$ cat config.mk
export PLATFORM = sky130hd
export DESIGN_NAME = updown_mod_counter
export DESIGN_NICKNAME = d
export VERILOG_FILES = /design/src/rtl/updown_mod_counter.sv
export SDC_FILE = /design/constraint.sdc
export NUM_CORES = 1
export LEC_CHECK = 0
export ABC_AREA = 1
export CORE_AREA = 2 2 39 41
export CTS_CLUSTER_DIAMETER = 40
export DETAILED_ROUTE_END_ITERATION = 7
export DIE_AREA = 0 0 41 43
export DONT_BUFFER_PORTS = 1
export SYNTH_ARGS = -nofsm -noshare
export SYNTH_HDL_FRONTEND = slang
export SYNTH_SLANG_ARGS = --single-unit
$ cat constraint.sdc
create_clock -name i_clk -period 2.2 [get_ports i_clk]
set_input_delay 0.44 -clock i_clk [delete_from_list [all_inputs] [get_ports i_clk]]
set_output_delay 0.44 -clock i_clk [all_outputs]
set_load 0.01 [all_outputs]
$ cat src/rtl/updown_mod_counter.sv
// ---------------------------------------------------------------------------------------------
// updown_mod_counter
//   Synchronous up/down modulo counter, range 0..MODULUS-1, single clock domain.
//   Supports count enable, direction, wrap or saturate at the limits, synchronous clear,
//   clamped parallel load, and a combinational terminal count for cascading.
//
// Ports
//   i_clk        sole clock, all registers update on its rising edge
//   i_rst        synchronous active-high reset
//   i_en         count enable
//   i_up_dn      direction: 1 = up, 0 = down
//   i_sat_mode   0 = wrap at the limits, 1 = saturate at the limits
//   i_clr        synchronous clear to zero
//   i_load       synchronous parallel load (clamped to MODULUS-1)
//   i_load_val   value for load
//   o_q          current count (registered)
//   o_tc         terminal count, combinational from q/en/up_dn; drives a downstream en
//   o_wrap_pulse registered one-cycle pulse, high while the wrapped value is on o_q
//   o_sat_hit    registered sticky flag: a count was blocked at a limit
// ---------------------------------------------------------------------------------------------
module updown_mod_counter #(
  parameter int unsigned WIDTH   = 4,
  parameter int unsigned MODULUS = 16
) (
  input  logic             i_clk,
  input  logic             i_rst,
  input  logic             i_en,
  input  logic             i_up_dn,
  input  logic             i_sat_mode,
  input  logic             i_clr,
  input  logic             i_load,
  input  logic [WIDTH-1:0] i_load_val,
  output logic [WIDTH-1:0] o_q,
  output logic             o_tc,
  output logic             o_wrap_pulse,
  output logic             o_sat_hit
);

  if (MODULUS < 2 || MODULUS > (1 << WIDTH)) begin : g_bad_modulus
    $error("updown_mod_counter: MODULUS must satisfy 2 <= MODULUS <= 2**WIDTH");
  end

  localparam logic [WIDTH-1:0] MaxVal = WIDTH'(MODULUS - 1);

  logic [WIDTH-1:0] r_q;
  logic             r_wrap_pulse;
  logic             r_sat_hit;

  logic [WIDTH-1:0] w_q_next;
  logic             w_wrap_next;
  logic             w_sat_next;
  logic             w_at_max;
  logic             w_at_zero;
  logic [WIDTH-1:0] w_load_clamped;

  assign w_at_max       = (r_q == MaxVal);
  assign w_at_zero      = (r_q == '0);
  // Out-of-range load values clamp so q can never hold a code above MaxVal.
  assign w_load_clamped = (i_load_val > MaxVal) ? MaxVal : i_load_val;

  // Priority below reset: clr > load > en. Wrap pulse defaults low so it lasts one cycle.
  always_comb begin
    w_q_next    = r_q;
    w_wrap_next = 1'b0;
    w_sat_next  = r_sat_hit;
    if (i_clr) begin
      w_q_next   = '0;
      w_sat_next = 1'b0;
    end else if (i_load) begin
      w_q_next   = w_load_clamped;
      w_sat_next = 1'b0;
    end else if (i_en) begin
      if (i_up_dn) begin
        if (!w_at_max) begin
          w_q_next = r_q + WIDTH'(1);
        end else if (i_sat_mode) begin
          w_sat_next = 1'b1;
        end else begin
          w_q_next    = '0;
          w_wrap_next = 1'b1;
        end
      end else begin
        if (!w_at_zero) begin
          w_q_next = r_q - WIDTH'(1);
        end else if (i_sat_mode) begin
          w_sat_next = 1'b1;
        end else begin
          w_q_next    = MaxVal;
          w_wrap_next = 1'b1;
        end
      end
    end
  end

  always_ff @(posedge i_clk) begin
    if (i_rst) begin
      r_q          <= '0;
      r_wrap_pulse <= 1'b0;
      r_sat_hit    <= 1'b0;
    end else begin
      r_q          <= w_q_next;
      r_wrap_pulse <= w_wrap_next;
      r_sat_hit    <= w_sat_next;
    end
  end

  assign o_q          = r_q;
  assign o_wrap_pulse = r_wrap_pulse;
  assign o_sat_hit    = r_sat_hit;
  // Zero-latency terminal count so a cascaded stage advances on the same edge.
  assign o_tc         = i_en & ((i_up_dn & w_at_max) | (~i_up_dn & w_at_zero));

endmodule

==> results.txt <==
The total iterations of the first detailed-routing run is 4. The register area came out at 120 sq um. The worst-case reg-to-reg path depth came out at 6. The cell at the root of the clock tree is sky130_fd_sc_hd__clkbuf_4. Across all setup checks in the final design, the least slack found is 0.289 ns.

The count of nets left with antenna violations once routing finished came out at 0. Entering global routing, the biggest net connects 10 pins. The net count after synthesis came out at 99. The share of layout cells above drive strength 1 is 19.3%. The share of total power consumed by net switching came out at 33.8%. The aggregate global-route resource usage came out at 16.5%. The cell area after synthesis is 526 sq um.

The endpoint of the most critical register-to-register path is o_q[3]. The share of total power in sequential cells came out at 39.4%. The post-synthesis register bit count is 6. The worst relative slew slack came out at 75.1%.

The die span in x is 41 microns. The worst hold slack across all endpoints is 0.256 ns. Using the TritonRoute via totals, the vias-per-cell ratio works out to 4.82.

Compared with the post-synthesis result, the final layout area differs by 5.24%. The number of failing hold endpoints at the final stage came to 0. The worst endpoint data arrival time is 1.47 ns.

The overall die height came out at 43 microns. The number of max-cap violations came out at 0. The number of gates resized after cts came out at 0.

Counting the fill cells in the layout gives 157. Dividing the synthesized area by the synthesized cell count gives 6.11 sq um. Clock-pin slew was measured on the worst setup and hold paths at 0.05 ns.

The power density over cell area is 559 nW/um^2. The maximum frequency from static timing analysis is 523 MHz. In this run the worst setup path terminates at o_tc.

The number of H-tree branching levels is 1. The total overflow reported by the global router came out at 0. The number of rows created at floorplan is 14. The number of global-route vias before repair was 424. Of the available clock period, the critical path in the final layout requires 86.9%.

The clock tree from TritonCTS is done. The post-route minimum period came out at 1.91 ns. 18 I/O pins were placed. The wire length of the first global-routing pass came out at 1850 microns. The initial antenna violation count is 0.

Hold repair after CTS inserted 0 buffers. For the final routed database, the setup TNS stands at 0 ns. Buffers placed on the I/O ports in this run total 0.

The finished layout cell area came out at 553 sq um. The run finished with clean final reports. For the final database, setup skew stands at 0.00193 ns.

The final net count is 103. The startpoint identified for the worst register-to-register timing path is o_q[0]. The endpoint class of the critical path is a primary output.

The part of the power in combinational logic is 24.6%. The setup fix buffers added after clock tree synthesis is 0. For this run, design rule violations remaining after detail routing come to 0. The peak supply drop came out at 0.000210 V. STA classifies the critical path startpoint as a flip-flop. At the pin with the least slew margin, the transition time is 0.372 ns. In this run the worst setup path begins at o_q[0]. The number of endpoints failing setup at the final stage is 0.

Summed over all nets, the switching power comes to 0.105 mW. The worst-case setup slack after placement came out at 0.559 ns. The number of max-slew violations in the final report is 0.

The maximum net fanout on the critical path came out at 5. The detailed router finished its first iteration with 8 violations. The count of antenna diodes in the layout came out at 0. The wire length per cell after detailed routing came out at 10.9 microns.

The routed layout has 501 vias. The critical path in this run is classified as reg -> out. The die covers 1760 sq um. The sequential cell area fraction in the yosys report came out at 22.9%. At the end of routability-driven placement, the weighted congestion stood at 0.765. The share of total power in the clock network is 35.9%. Clock tree synthesis found a total of 6 sinks. Detailed placement ended at an HPWL of 895 microns. The internal power summed over all cells came out at 0.204 mW.

The critical path data required time came out at 1.76 ns. The number of library cell types mapped by synthesis is 20. The kind of path behind the tightest hold check is in -> reg. Setup repair after global routing left no endpoint under its margin. The worst setup slack for register-to-register paths is 0.71 ns.

The standby leakage power is 0.267 nW. Once the floorplan was initialized, standard cells occupied 38.0% of the core. The post-route total power came out at 0.309 mW.

The number of synthesis warnings came out at 0. For the worst-skew pair, the clock arrives at the later sink with an insertion delay of 0.26 ns. The placed instances occupy a cell area of 531 sq um. The gate count of the mapped netlist came out at 86.

The number of clock buffers inserted by TritonCTS is 3. The overall routed net length is 1130 microns. The area of combinational cells with multiple inputs is 338 sq um. The placeable core area came out at 1380 sq um.

The number of buffers on the longest clock path came out at 2.
per-stage QoR:
stage / cells / util (%)
after floorplan: 86 / -
after global placement: 101 / 38.3
final: 104 / 40.0
after detailed placement: 101 / 38.3
after global routing: 104 / 40.0
after CTS: 104 / 40.0
synthesized netlist by cell type:
cell | n | area (sq um)
sky130_fd_sc_hd__a31oi_1 | 1 | 6.26
sky130_fd_sc_hd__xor2_1 | 1 | 8.76
sky130_fd_sc_hd__dfxtp_1 | 6 | 120
sky130_fd_sc_hd__a21oi_2 | 3 | 26.3
sky130_fd_sc_hd__nor4_1 | 1 | 6.26
sky130_fd_sc_hd__nand2_1 | 26 | 97.6
sky130_fd_sc_hd__nor2_1 | 13 | 48.8
sky130_fd_sc_hd__inv_2 | 4 | 15.0
sky130_fd_sc_hd__nand4_1 | 3 | 18.8
sky130_fd_sc_hd__o21ai_1 | 1 | 5.00
sky130_fd_sc_hd__a21oi_1 | 1 | 5.00
sky130_fd_sc_hd__nor2_2 | 3 | 18.8
sky130_fd_sc_hd__ha_1 | 2 | 25.0
sky130_fd_sc_hd__nand2_4 | 1 | 11.3
sky130_fd_sc_hd__nor3_1 | 1 | 5.00
sky130_fd_sc_hd__o21ai_0 | 1 | 5.00
sky130_fd_sc_hd__nand3_1 | 6 | 30.0
sky130_fd_sc_hd__inv_1 | 8 | 30.0
sky130_fd_sc_hd__nand3_2 | 2 | 20.0
sky130_fd_sc_hd__buf_6 | 2 | 22.5
cells by family (layout without fill, tap and decap cells):
family	after synthesis	in the layout	share of synthesized area [%]
buffers and inverters	14	16	12.9
and+or+nand+nor	56	56	48.8
adders and majority gates	2	2	4.76
AOI/OAI and AO/OA	7	7	9.05
DFF	6	6	22.9
xor gates and xnor gates	1	1	1.67
layout make-up:
class / count / area share (%)
repair buffers: 1 / 1.36
clock buffers: 3 / 4.07
well taps: 16 / 3.62
flip-flops and latches: 6 / 21.7
inverters: 12 / 8.14
multi-input cells: 66 / 61.1
routing by layer:
metal	global-route usage, %	up-vias	share of wire [%]
met5	0	-	0
met4	12.0	0	4.0
met3	6.28	5	6.2
met2	23.8	20	46
met1	18.6	199	44
li1	-	277	-
flip-flops by register name (all words and copies together) (netlist names):
signal and flops:
o_sat_hit 1, o_wrap_pulse 1, o_q 4
cells in the final DEF, fill, tap and decap left out, drive strengths merged:
| cell | count |
|---|---|
| dfxtp | 6 |
| nor4 | 1 |
| nor2 | 16 |
| nor3 | 1 |
| o21ai | 2 |
| inv | 12 |
| a21oi | 4 |
| nand3 | 8 |
| clkbuf | 3 |
| a31oi | 1 |
| nand2 | 27 |
| xor2 | 1 |
| buf | 1 |
| nand4 | 3 |
| ha | 2 |
power groups by stage:
stage | registers, mW | clock network [mW] | logic (mW)
floorplan | 0.124 | 0 | 0.0685
global placement | 0.124 | 0 | 0.0760
detailed placement | 0.124 | 0 | 0.0759
CTS | 0.122 | 0.117 | 0.0762
global route | 0.123 | 0.118 | 0.0865
finish | 0.122 | 0.111 | 0.0761
worst min path at each step:
stage	start	endpoint	slack, ns	depth (start not counted)
5_1_grt	i_sat_mode	o_wrap_pulse	0.26	1
2_1_floorplan	o_sat_hit	o_sat_hit	0.48	2
3_5_place_dp	o_sat_hit	o_sat_hit	0.50	2
4_1_cts	i_sat_mode	o_wrap_pulse	0.25	1
6_report	i_sat_mode	o_wrap_pulse	0.26	1
3_3_place_gp	o_sat_hit	o_sat_hit	0.50	2
critical path, cell delays in order, from the launching register on:
cell	delay, ns
sky130_fd_sc_hd__dfxtp_1	0.43
sky130_fd_sc_hd__inv_1	0.14
sky130_fd_sc_hd__ha_1	0.28
sky130_fd_sc_hd__nand2_4	0.09
sky130_fd_sc_hd__nor2_2	0.04
sky130_fd_sc_hd__a21oi_2	0.15
sky130_fd_sc_hd__nor2_2	0.07
Power figures use the tool's default switching activity.
